**config.mk**
```make
export PLATFORM = sky130hd
export DESIGN_NAME = conv_scheduler_flat
export DESIGN_NICKNAME = d
export VERILOG_FILES = /design/src/rtl/conv_sched_pkg.sv /design/src/rtl/conv_scheduler_if.sv /design/src/rtl/conv_img_buf.sv /design/src/rtl/conv_scheduler.sv /design/src/flat_wrapper.sv
export SDC_FILE = /design/constraint.sdc
export NUM_CORES = 1
export LEC_CHECK = 0
export BUFFER_PORTS_ARGS = -buffer_cell sky130_fd_sc_hd__buf_2
export CAP_MARGIN = 20
export CELL_PAD_IN_SITES_DETAIL_PLACEMENT = 0
export CELL_PAD_IN_SITES_GLOBAL_PLACEMENT = 1
export CORE_ASPECT_RATIO = 0.6
export CORE_MARGIN = 2
export CORE_UTILIZATION = 50
export CTS_CLUSTER_DIAMETER = 60
export DETAILED_ROUTE_END_ITERATION = 6
export HOLD_SLACK_MARGIN = 0.05
export PLACE_DENSITY = 0.83
export SYNTH_ARGS = -nofsm -noshare
export SYNTH_HDL_FRONTEND = slang
export SYNTH_SLANG_ARGS = --single-unit
```
**constraint.sdc**
```tcl
create_clock -name clk -period 14.4 [get_ports clk]
set_input_delay 1.44 -clock clk [delete_from_list [all_inputs] [get_ports clk]]
set_output_delay 1.44 -clock clk [all_outputs]
set_load 0.03 [all_outputs]
```
**src/rtl/conv_sched_pkg.sv**
```systemverilog
// Shared types and geometry for the conv2d scheduler.
package conv_sched_pkg;

  typedef enum logic [2:0] {
    LOAD,
    READY,
    RUN,
    COMMIT,
    DONE
  } state_t;

  localparam int IMG_DIM = 8;
  localparam int K_DIM   = 3;
  localparam int OUT_DIM = IMG_DIM - K_DIM + 1;
  localparam int N_TAPS  = 9;
  localparam int N_FILT  = 2;
  localparam int N_POS   = 36;
  localparam int WADDR_W = 5;
  localparam int ROW_W   = $clog2(IMG_DIM);
  localparam int POS_W   = 3;
  localparam int TAP_W   = $clog2(N_TAPS);
  localparam int FILT_W  = (N_FILT > 1) ? $clog2(N_FILT) : 1;

endpackage

```
**src/rtl/conv_scheduler_if.sv**
```systemverilog
// Load / tap / commit signal bundle between the pins, the scheduler and the MAC stage.
interface conv_scheduler_if;
  import conv_sched_pkg::*;

  logic               abort;
  logic               load_valid;
  logic [IMG_DIM-1:0] load_row;
  logic               load_ready;
  logic               start;
  logic               busy;
  logic               tap_valid;
  logic               tap_pixel;
  logic [WADDR_W-1:0] weight_addr;
  logic [FILT_W-1:0]  filt_idx;
  logic               acc_first;
  logic               acc_last;
  logic               pos_valid;
  logic               pos_ready;
  logic [POS_W-1:0]   pos_x;
  logic [POS_W-1:0]   pos_y;
  logic               done;

  modport master (
    output abort, load_valid, load_row, start, pos_ready,
    input  load_ready, busy, tap_valid, tap_pixel, weight_addr, filt_idx,
           acc_first, acc_last, pos_valid, pos_x, pos_y, done
  );

  modport slave (
    input  abort, load_valid, load_row, start, pos_ready,
    output load_ready, busy, tap_valid, tap_pixel, weight_addr, filt_idx,
           acc_first, acc_last, pos_valid, pos_x, pos_y, done
  );

endinterface

```
**src/rtl/conv_img_buf.sv**
```systemverilog
// Binary image store: one row written per beat, single pixel read by (x,y).
module conv_img_buf
  import conv_sched_pkg::*;
#(
  parameter int DIM = IMG_DIM
) (
  input  logic                   clk,
  input  logic                   rst_n,
  input  logic                   wr_en,
  input  logic [$clog2(DIM)-1:0] wr_addr,
  input  logic [DIM-1:0]         wr_data,
  input  logic [$clog2(DIM)-1:0] rd_x,
  input  logic [$clog2(DIM)-1:0] rd_y,
  output logic                   pixel
);

  logic [DIM-1:0] rows [DIM];

  // Row write port
  always_ff @(posedge clk or negedge rst_n) begin
    if (!rst_n) begin
      for (int unsigned i = 0; i < DIM; i++) rows[i] <= '0;
    end else if (wr_en) begin
      rows[wr_addr] <= wr_data;
    end
  end

  assign pixel = rows[rd_y][rd_x];

endmodule

```
**src/rtl/conv_scheduler.sv**
```systemverilog
// Load/run/commit sequencer feeding the conv MAC datapath one tap per cycle.
module conv_scheduler #(
  parameter int IMG_DIM = 8,
  parameter int K_DIM   = 3,
  parameter int N_FILT  = 2
) (
  input logic             clk,
  input logic             rst_n,
  conv_scheduler_if.slave bus
);
  import conv_sched_pkg::*;

  localparam int ROW_BITS = $clog2(IMG_DIM);
  localparam int OUT_LAST = IMG_DIM - K_DIM;
  localparam int TAP_LAST = K_DIM * K_DIM - 1;

  state_t              state;
  state_t              state_nx;
  logic [ROW_BITS-1:0] row_cnt;
  logic [TAP_W-1:0]    tap_cnt;
  logic [FILT_W-1:0]   filt_cnt;
  logic [POS_W-1:0]    pos_x_q;
  logic [POS_W-1:0]    pos_y_q;
  logic [ROW_BITS-1:0] rd_x;
  logic [ROW_BITS-1:0] rd_y;
  logic                pixel;
  logic                load_fire;
  logic                commit_fire;
  logic                last_row;
  logic                last_tap;
  logic                last_filt;
  logic                last_pos;

  assign load_fire   = (state == LOAD) && bus.load_valid && !bus.abort;
  assign commit_fire = (state == COMMIT) && bus.pos_ready;
  assign last_row    = (row_cnt == ROW_BITS'(IMG_DIM - 1));
  assign last_tap    = (tap_cnt == TAP_W'(TAP_LAST));
  assign last_filt   = (filt_cnt == FILT_W'(N_FILT - 1));
  assign last_pos    = (pos_x_q == POS_W'(OUT_LAST)) && (pos_y_q == POS_W'(OUT_LAST));

  // State register
  always_ff @(posedge clk or negedge rst_n) begin
    if (!rst_n) state <= LOAD;
    else        state <= state_nx;
  end

  // Next-state decode; abort overrides every transition
  always_comb begin
    state_nx = state;
    if (bus.abort) begin
      state_nx = LOAD;
    end else begin
      case (state)
        LOAD:    if (load_fire && last_row) state_nx = READY;
        READY:   if (bus.start) state_nx = RUN;
        RUN:     if (last_tap && last_filt) state_nx = COMMIT;
        COMMIT:  if (commit_fire) state_nx = last_pos ? DONE : RUN;
        DONE:    state_nx = LOAD;
        default: state_nx = LOAD;
      endcase
    end
  end

  // Row, tap, filter and window-position counters
  always_ff @(posedge clk or negedge rst_n) begin
    if (!rst_n) begin
      row_cnt  <= '0;
      tap_cnt  <= '0;
      filt_cnt <= '0;
      pos_x_q  <= '0;
      pos_y_q  <= '0;
    end else if (bus.abort) begin
      row_cnt  <= '0;
      tap_cnt  <= '0;
      filt_cnt <= '0;
      pos_x_q  <= '0;
      pos_y_q  <= '0;
    end else begin
      if (load_fire) row_cnt <= row_cnt + 1'b1;
      if (state == RUN) begin
        if (last_tap) begin
          tap_cnt  <= '0;
          filt_cnt <= last_filt ? '0 : filt_cnt + 1'b1;
        end else begin
          tap_cnt <= tap_cnt + 1'b1;
        end
      end
      if (commit_fire && !last_pos) begin
        if (pos_x_q == POS_W'(OUT_LAST)) begin
          pos_x_q <= '0;
          pos_y_q <= pos_y_q + 1'b1;
        end else begin
          pos_x_q <= pos_x_q + 1'b1;
        end
      end
      if (state == DONE) begin
        row_cnt <= '0;
        pos_x_q <= '0;
        pos_y_q <= '0;
      end
    end
  end

  // Window origin plus tap offset selects the image pixel
  always_comb begin
    rd_x = ROW_BITS'(32'(pos_x_q) + 32'(tap_cnt) % 32'(K_DIM));
    rd_y = ROW_BITS'(32'(pos_y_q) + 32'(tap_cnt) / 32'(K_DIM));
  end

  conv_img_buf #(
    .DIM(IMG_DIM)
  ) u_img_buf (
    .clk    (clk),
    .rst_n  (rst_n),
    .wr_en  (load_fire),
    .wr_addr(row_cnt),
    .wr_data(bus.load_row),
    .rd_x   (rd_x),
    .rd_y   (rd_y),
    .pixel  (pixel)
  );

  // Output decode from registered state and counters only
  always_comb begin
    bus.load_ready  = (state == LOAD);
    bus.busy        = (state == RUN) || (state == COMMIT);
    bus.tap_valid   = (state == RUN);
    bus.tap_pixel   = (state == RUN) && pixel;
    bus.weight_addr = WADDR_W'(32'(filt_cnt) * 32'(TAP_LAST + 1) + 32'(tap_cnt));
    bus.filt_idx    = filt_cnt;
    bus.acc_first   = (state == RUN) && (tap_cnt == '0);
    bus.acc_last    = (state == RUN) && last_tap;
    bus.pos_valid   = (state == COMMIT);
    bus.pos_x       = pos_x_q;
    bus.pos_y       = pos_y_q;
    bus.done        = (state == DONE);
  end

endmodule

```
**src/flat_wrapper.sv**
```systemverilog
// flat-port wrapper written by rule: the top's interface ports become plain ports
module conv_scheduler_flat import conv_sched_pkg::*;
#(
  parameter int IMG_DIM = 8,
  parameter int K_DIM   = 3,
  parameter int N_FILT  = 2
)
  (clk, rst_n, bus_abort, bus_load_valid, bus_load_row, bus_start, bus_pos_ready, bus_load_ready, bus_busy, bus_tap_valid, bus_tap_pixel, bus_weight_addr, bus_filt_idx, bus_acc_first, bus_acc_last, bus_pos_valid, bus_pos_x, bus_pos_y, bus_done);
  conv_scheduler_if bus_i ();
  input logic clk;
  input logic rst_n;
  input wire logic [$bits(bus_i.abort)-1:0] bus_abort;
  input wire logic [$bits(bus_i.load_valid)-1:0] bus_load_valid;
  input wire logic [$bits(bus_i.load_row)-1:0] bus_load_row;
  input wire logic [$bits(bus_i.start)-1:0] bus_start;
  input wire logic [$bits(bus_i.pos_ready)-1:0] bus_pos_ready;
  output wire logic [$bits(bus_i.load_ready)-1:0] bus_load_ready;
  output wire logic [$bits(bus_i.busy)-1:0] bus_busy;
  output wire logic [$bits(bus_i.tap_valid)-1:0] bus_tap_valid;
  output wire logic [$bits(bus_i.tap_pixel)-1:0] bus_tap_pixel;
  output wire logic [$bits(bus_i.weight_addr)-1:0] bus_weight_addr;
  output wire logic [$bits(bus_i.filt_idx)-1:0] bus_filt_idx;
  output wire logic [$bits(bus_i.acc_first)-1:0] bus_acc_first;
  output wire logic [$bits(bus_i.acc_last)-1:0] bus_acc_last;
  output wire logic [$bits(bus_i.pos_valid)-1:0] bus_pos_valid;
  output wire logic [$bits(bus_i.pos_x)-1:0] bus_pos_x;
  output wire logic [$bits(bus_i.pos_y)-1:0] bus_pos_y;
  output wire logic [$bits(bus_i.done)-1:0] bus_done;
  assign bus_i.abort = bus_abort;
  assign bus_i.load_valid = bus_load_valid;
  assign bus_i.load_row = bus_load_row;
  assign bus_i.start = bus_start;
  assign bus_i.pos_ready = bus_pos_ready;
  assign bus_load_ready = bus_i.load_ready;
  assign bus_busy = bus_i.busy;
  assign bus_tap_valid = bus_i.tap_valid;
  assign bus_tap_pixel = bus_i.tap_pixel;
  assign bus_weight_addr = bus_i.weight_addr;
  assign bus_filt_idx = bus_i.filt_idx;
  assign bus_acc_first = bus_i.acc_first;
  assign bus_acc_last = bus_i.acc_last;
  assign bus_pos_valid = bus_i.pos_valid;
  assign bus_pos_x = bus_i.pos_x;
  assign bus_pos_y = bus_i.pos_y;
  assign bus_done = bus_i.done;
  conv_scheduler #(.IMG_DIM(IMG_DIM), .K_DIM(K_DIM), .N_FILT(N_FILT)) u_core (.clk(clk), .rst_n(rst_n), .bus(bus_i));
endmodule
```
After elaboration in Yosys (flattened, before gate mapping)
Index checks and enable logic that the tools add are counted.
{ "totals": {"reg_bits": 81, "latchBits": 0, "mem_bits_rw": 0, "mem_bits_ro": 0, "input_bits": 14, "out_inout_bits": 20, "mem_count": 0} }
{ "classes": {"n_addsub": 8, "mul": 1, "div": 2, "n_lt_le_gt_ge": 4, "n_eq_ne": 12, "n_shift": 0, "mux": 33, "bitwise": 2, "n_reduce_logical": 24} }
{ "op_table": {"columns": ["cell", "count"], "rows": [
  ["$bwmux 64", 1],
  ["$mux 3", 17],
  ["$div 4x2->32 const B", 1],
  ["$mod 4x2->32 const B", 1],
  ["$bmux 8 s3", 1],
  ["$demux 8 s3", 1],
  ["$mux 8", 3],
  ["$eq 3x3->1 const B", 4],
  ["$mux 4", 3],
  ["$pmux 3 s4", 1],
  ["$logic_and 1x1->1", 11],
  ["$add 3x1->3 const B", 3],
  ["$ne 3x2->1 const B", 3],
  ["$reduce_bool 3->1", 3],
  ["$ge 4x4->1 const B", 2],
  ["$not 3->4", 2],
  ["$add 3x3->3", 2],
  ["$eq 3x2->1 const B", 2],
  ["$add 5x4->5", 1],
  ["$mul 1x4->5 const B", 1],
  ["$mux 1", 5],
  ["$add 4x1->4 const B", 1],
  ["$eq 4x4->1 const B", 1],
  ["$logic_not 4->1", 1],
  ["other kinds (12)", 15]
]} }

Longest topological paths before layout
{ "logic_depth": {"ltp_word": 9, "ltp_mapped": 20, "depth_no_buf": 18} }

By module
Synthesis repeated with hierarchy kept, for this count alone.
{ "unflattened": {"hier_cells": 359, "hier_area_um2": 4515.6} }
{ "by_module_without_submodules": {"columns": ["mod", "instances", "cells_each", "area_per_inst_um2"], "rows": [
  ["conv_img_buf", 1, 199, 3050.4],
  ["conv_scheduler", 1, 160, 1465.2]
]} }

Worst setup path before layout
Ideal clock, no wire load.
{ "synth_path": {"path_kind": "reg-to-output", "start": "reg u_core.tap_cnt[2]", "end": "out bus_tap_pixel", "arrival_time_ps": 4698, "t_required_ps": 12960, "path_slack_ps": 8262, "stages_incl_launch_ff": 21, "n_path_buf": 4, "cell_sequence": "dfrtp_1 > clkbuf_1 > clkbuf_1 > ha_1 > nand2b_1 > a21oi_1 > xnor2_1 > ha_1 > inv_1 > nand2_1 > a21oi_1 > inv_1 > ha_1 > fa_1 > clkbuf_1 > clkbuf_1 > mux4_1 > mux4_2 > mux2_2 > nor3_2 > nor3b_1"} }
{ "synth_via": {"elab_chain_cells": 9} }
{ "synth_rtl": {"columns": ["item", "line", "rtl"], "rows": [
  ["start: declaration", "conv_scheduler.sv:20", "logic [TAP_W-1:0] tap_cnt;"],
  ["start signal: assignment", "conv_scheduler.sv:85", "tap_cnt <= tap_cnt + 1'b1;"],
  ["$div 4x2->32", "conv_scheduler.sv:107", "rd_y = ROW_BITS'(32'(pos_y_q) + 32'(tap_cnt) / 32'(K_DIM));"],
  ["$add 3x3->3", "conv_scheduler.sv:107", null],
  ["$not 3->4 (not written as such)", "conv_img_buf.sv:28", "assign pixel = rows[rd_y][rd_x];"],
  ["$bmux 8 s3", "conv_img_buf.sv:28", null],
  ["$mux 8 (not written as such) (2 in a row)", "conv_img_buf.sv:28", null],
  ["$bmux 1 s3 *", "conv_img_buf.sv:28", null],
  ["$mux 1 (not written as such) *", "conv_img_buf.sv:28", null],
  ["$logic_and 1x1->1 *", "conv_scheduler.sv:128", "bus.tap_pixel = (state == RUN) && pixel;"],
  ["end: declaration", "flat_wrapper.sv:20", "output wire logic [$bits(bus_i.tap_pixel)-1:0] bus_tap_pixel;"]
]} }
Mark *: on every way between the ends. The rest lies on a longest branch, timed or not. The select of a mux whose other input is x is not followed.

Worst setup path after layout
{ "layout_path": {"start": "reg u_core.tap_cnt[3]", "end": "out bus_tap_pixel"} }
The elaborated chain is that of the path after synthesis.

==> flow_summary.rst <==
.. list-table::
   :header-rows: 1

   * - Metric
     - Value
   * - Outcome
     - finished clean
   * - Min Hold Slack
     - 0.499 ns
   * - Maximum clock skew at final layout
     - 0.00539 ns
   * - FF+latch count, synth
     - 81
   * - Number of antenna violations at the first check in global routing
     - 0
   * - Critical path required time
     - 12.96 ns
   * - Synth top area cells
     - dfrtp_1 (47%), mux2_2 (17%), mux4_1 (8.5%)
   * - Average wire per standard cell
     - 19.4 um
   * - Post-CTS Setup Repair Bufs
     - 0
   * - Setup slack of the worst register-to-register path
     - 11.96 ns
   * - Count leader, synth
     - dfrtp_1
   * - Cell Chain, Critical Path
     - ha_1 > nand2b_1 > a21oi_1 > xnor2_1 > ha_1 > inv_1 > nand2_1 > a21oi_1 > inv_1 > ha_1 > fa_1 > mux4_2 > mux4_2 > mux2_2 > nor3_2 > nor3b_1 > buf_2
   * - Worst path max stage delay
     - roughly 0.98 ns
   * - Worst flop-to-flop path startpoint
     - u_core.state[2]
   * - Cell area after synthesis
     - 0.00434 mm^2
   * - Drt first-iter violations
     - 259
   * - Number of buffers created by CTS
     - 9
   * - Clock tree from TritonCTS
     - built
   * - Reported leakage power
     - roughly 2.4 nW
   * - First-pass DRT Iterations
     - 4
   * - Portion of total power attributed to combinational logic
     - between 20% and 30%
   * - Area of all sequential standard cells
     - 0.00203 mm^2
   * - Share of final-layout standard cells stronger than drive strength 1
     - about 34%
   * - Count of flip-flops with a built-in enable after synthesis
     - 0
   * - Vertical extent of the die
     - 76.2 um
   * - Reg clk slew, reported paths
     - approximately 0.060 ns
   * - Final Hold Fails
     - 0
   * - Core footprint
     - 0.00846 mm^2
   * - Input/output buffers
     - 33
   * - Footprint of the multi-input gates
     - 0.00221 mm^2
   * - Floorplan die width
     - about 120 um
   * - Worst hold path stage count
     - 1
   * - Clock root cell
     - clkbuf_16
   * - I/O pins
     - 34
   * - Clock latency reported for the late side of the worst-skew pair
     - roughly 0.34 ns
   * - DPL Wire Length
     - 6440 um
   * - Resized cells post-CTS
     - 0
   * - Cell-internal power
     - 473 uW
   * - Most frequent cell on the critical path
     - ha_1
   * - GRT Overall Usage
     - 20.5%
   * - Number of warnings printed during yosys synthesis
     - 0
   * - Critical path class
     - flop to output port
   * - Portion of total power attributed to sequential cells
     - a little over two fifths
   * - Setup repair after global routing missed its margin
     - no
   * - Worst-path cell with the longest stage delay
     - fa_1
   * - Total global routing overflow
     - 0
   * - Fraction of the yosys area taken by sequential cells
     - 46.7%
   * - Max transition margin
     - 44.5%
   * - Std cell rows
     - 26
   * - Syn_area_per_cell
     - 13.2 um^2
   * - Share of the synthesized area in the top cell type
     - 46.7%
   * - Worst Hold Endpoint
     - u_core.u_img_buf.rows[61]
   * - Minimum period implied by the final worst setup slack
     - 6.89 ns
   * - Nature of the critical path startpoint
     - flop
   * - Path depth of the worst reg2reg path
     - 5
   * - Power density of the placed cells
     - roughly 140 mW/mm^2
   * - Largest net degree at the start of global routing
     - 82
   * - Detailed-route wire length
     - 9280 um
   * - Number of maximum-capacitance constraint violations
     - 0
   * - WP data arrival
     - 5.45 ns
   * - Power, Total
     - 673 uW
   * - Terminus of the critical flop-to-flop path
     - u_core.u_img_buf.rows[22]
   * - CTS Hold Bufs
     - 0
   * - Post-route fraction of the period consumed by the critical path
     - 47.8%
   * - Hold path startpoint
     - u_core.u_img_buf.rows[61]
   * - Sum of negative setup slack
     - 0 ns
   * - Endpoint class of the critical path
     - output port
   * - Instance count of the mapped netlist
     - 330
   * - Count of fill cells added during filler insertion
     - between 600 and 700
   * - Starting Density
     - 51.3%
   * - N_diodes
     - 0
   * - Measured slew at the worst slew-check pin
     - 0.833 ns
   * - Dominant register cell in the synthesized netlist
     - dfrtp_1
   * - Via total after detailed routing
     - 2799
   * - Maximum clock path buffer count
     - 2
   * - Vias in the first global route
     - around 2700
   * - DIE AREA
     - 0.00947 mm^2
   * - Peak fanout along the critical path
     - 16
   * - Total nets after synthesis
     - 362
   * - Post-layout net count
     - 394
   * - Peak clock frequency supported by timing
     - 145 MHz
   * - Maximum ir drop on the vdd rail
     - ~0.074 mV
   * - Reported net switching power
     - roughly 200 uW
   * - CTS Sinks
     - 81
   * - DR vias/cell
     - 5.86
   * - Cell taking the most area after synthesis
     - dfrtp_1
   * - Commonest cells in the netlist
     - dfrtp_1 (81), mux2_2 (66), nand2_1 (19), nor2_1 (19), ha_1 (16)
   * - Fraction of power spent switching nets
     - 29.7%
   * - Final number of setup-violating endpoints
     - 0
   * - Layout area overhead
     - 12.8%
   * - CTS H-tree lvls
     - 3
   * - Slew Limit Fails
     - 0
   * - Distinct cell type count of the synthesized netlist
     - 46
   * - GP Congestion
     - 0.828
   * - Share of flip-flops with an asynchronous set or reset
     - 100%
   * - ANT nets after route
     - 0
   * - Remaining routing DRC violations
     - 0
   * - First-pass GRT wire length
     - between 10000 and 15000 um
   * - Worst hold path type
     - flop to flop
   * - Clock power share
     - 33.1%
==> final cells by class <==
cell class / count / share of cell area [%]
repair buffers: 34 / 3.98
inverters: 11 / 0.843
flip-flops and latches: 81 / 41.4
well taps: 112 / 2.86
clock buffers: 11 / 4.75
clock inverters: 4 / 1.10
multi-input cells: 225 / 45.1
==> power groups by stage <==
stage / logic [mW] / registers [mW] / clock network [mW]
finish: 0.161 / 0.289 / 0.223
CTS: 0.162 / 0.288 / 0.227
floorplan: 0.125 / 0.281 / 0
detailed placement: 0.161 / 0.292 / 0
global placement: 0.157 / 0.290 / 0
global route: 0.175 / 0.293 / 0.237
==> worst max-delay path: cells and delay by family, from the launching register on <==
kind,cells,cell delay (ns)
adder cells (fa/ha/maj),4,1.75
multiplexers,3,1.19
flip-flops,1,0.67
AO/OA/AOI/OAI,2,0.55
AND/OR/NAND/NOR,4,0.41
buffers and inverters,3,0.37
XOR/XNOR,1,0.15
==> through the flow <==
stage / util [%] / cell area [um^2] / setup WS (ns) / instances
2_1_floorplan: - / 4340 / 8.26 / 330
3_3_place_gp: 54.2 / 4580 / 8.12 / 462
3_5_place_dp: 54.2 / 4580 / 7.94 / 462
4_1_cts: 57.6 / 4870 / 7.55 / 477
5_1_grt: 57.9 / 4900 / 7.15 / 478
6_report: 57.9 / 4900 / 7.51 / 478
==> layout by cell type (no fill, tap or decap), types with 2 or more instances in the layout <==
cell type,instances
a21o_1,2
a21oi_1,7
a22o_1,2
and2_1,2
and3_1,3
buf_2,32
clkbuf_1,2
clkbuf_16,9
clkinvlp_4,2
dfrtp_1,81
fa_1,2
ha_1,16
inv_1,11
mux2_2,66
mux2i_1,2
mux4_1,14
mux4_2,6
nand2_1,19
nand2b_1,5
nand3_1,6
nor2_1,19
nor2b_1,8
nor3_1,3
nor4_1,3
o21a_1,2
o21ai_0,5
or2_2,2
xnor2_1,10
xor2_1,3
==> worst max path at each step <==
| stage | from | cells after the start | slack, ns | endpoint |
|---|---|---|---|---|
| floorplan | u_core.tap_cnt[2] | 20 | 8.26 | bus_tap_pixel |
| global placement | u_core.tap_cnt[3] | 17 | 8.12 | bus_tap_pixel |
| detailed placement | u_core.tap_cnt[3] | 17 | 7.94 | bus_tap_pixel |
| CTS | u_core.tap_cnt[3] | 17 | 7.55 | bus_tap_pixel |
| global route | u_core.tap_cnt[2] | 18 | 7.15 | bus_tap_pixel |
| finish | u_core.tap_cnt[3] | 17 | 7.51 | bus_tap_pixel |
==> cells by family after synthesis <==
| group | share of synthesized area, % |
|---|---|
| AO/OA/AOI/OAI | 4.64 |
| XOR/XNOR | 2.62 |
| adder cells (fa/ha/maj) | 5.53 |
| buffers and inverters | 2.45 |
| flip-flops | 46.7 |
| multiplexers | 29.2 |
| AND/OR/NAND/NOR | 8.91 |
==> state kept, by name (all words and copies together), names as in the netlist <==
name,cells
u_core.bus.filt_idx,1
u_core.bus.pos_x,3
u_core.bus.pos_y,3
u_core.row_cnt,3
u_core.state,3
u_core.tap_cnt,4
u_core.u_img_buf.rows,64
==> layer usage <==
| layer | global-route usage (%) | wire length (um) | vias to the layer above | part of all wire [%] |
|---|---|---|---|---|
| met3 | 5.41 | 453 | 16 | 4.9 |
| met5 | 0 | 0 | - | 0 |
| met4 | 8.20 | 182 | 0 | 2.0 |
| met2 | 27.0 | 3990 | 60 | 43 |
| li1 | - | - | 1284 | - |
| met1 | 31.8 | 4650 | 1439 | 50 |
No activity file was read; power rests on OpenSTA's default activity.
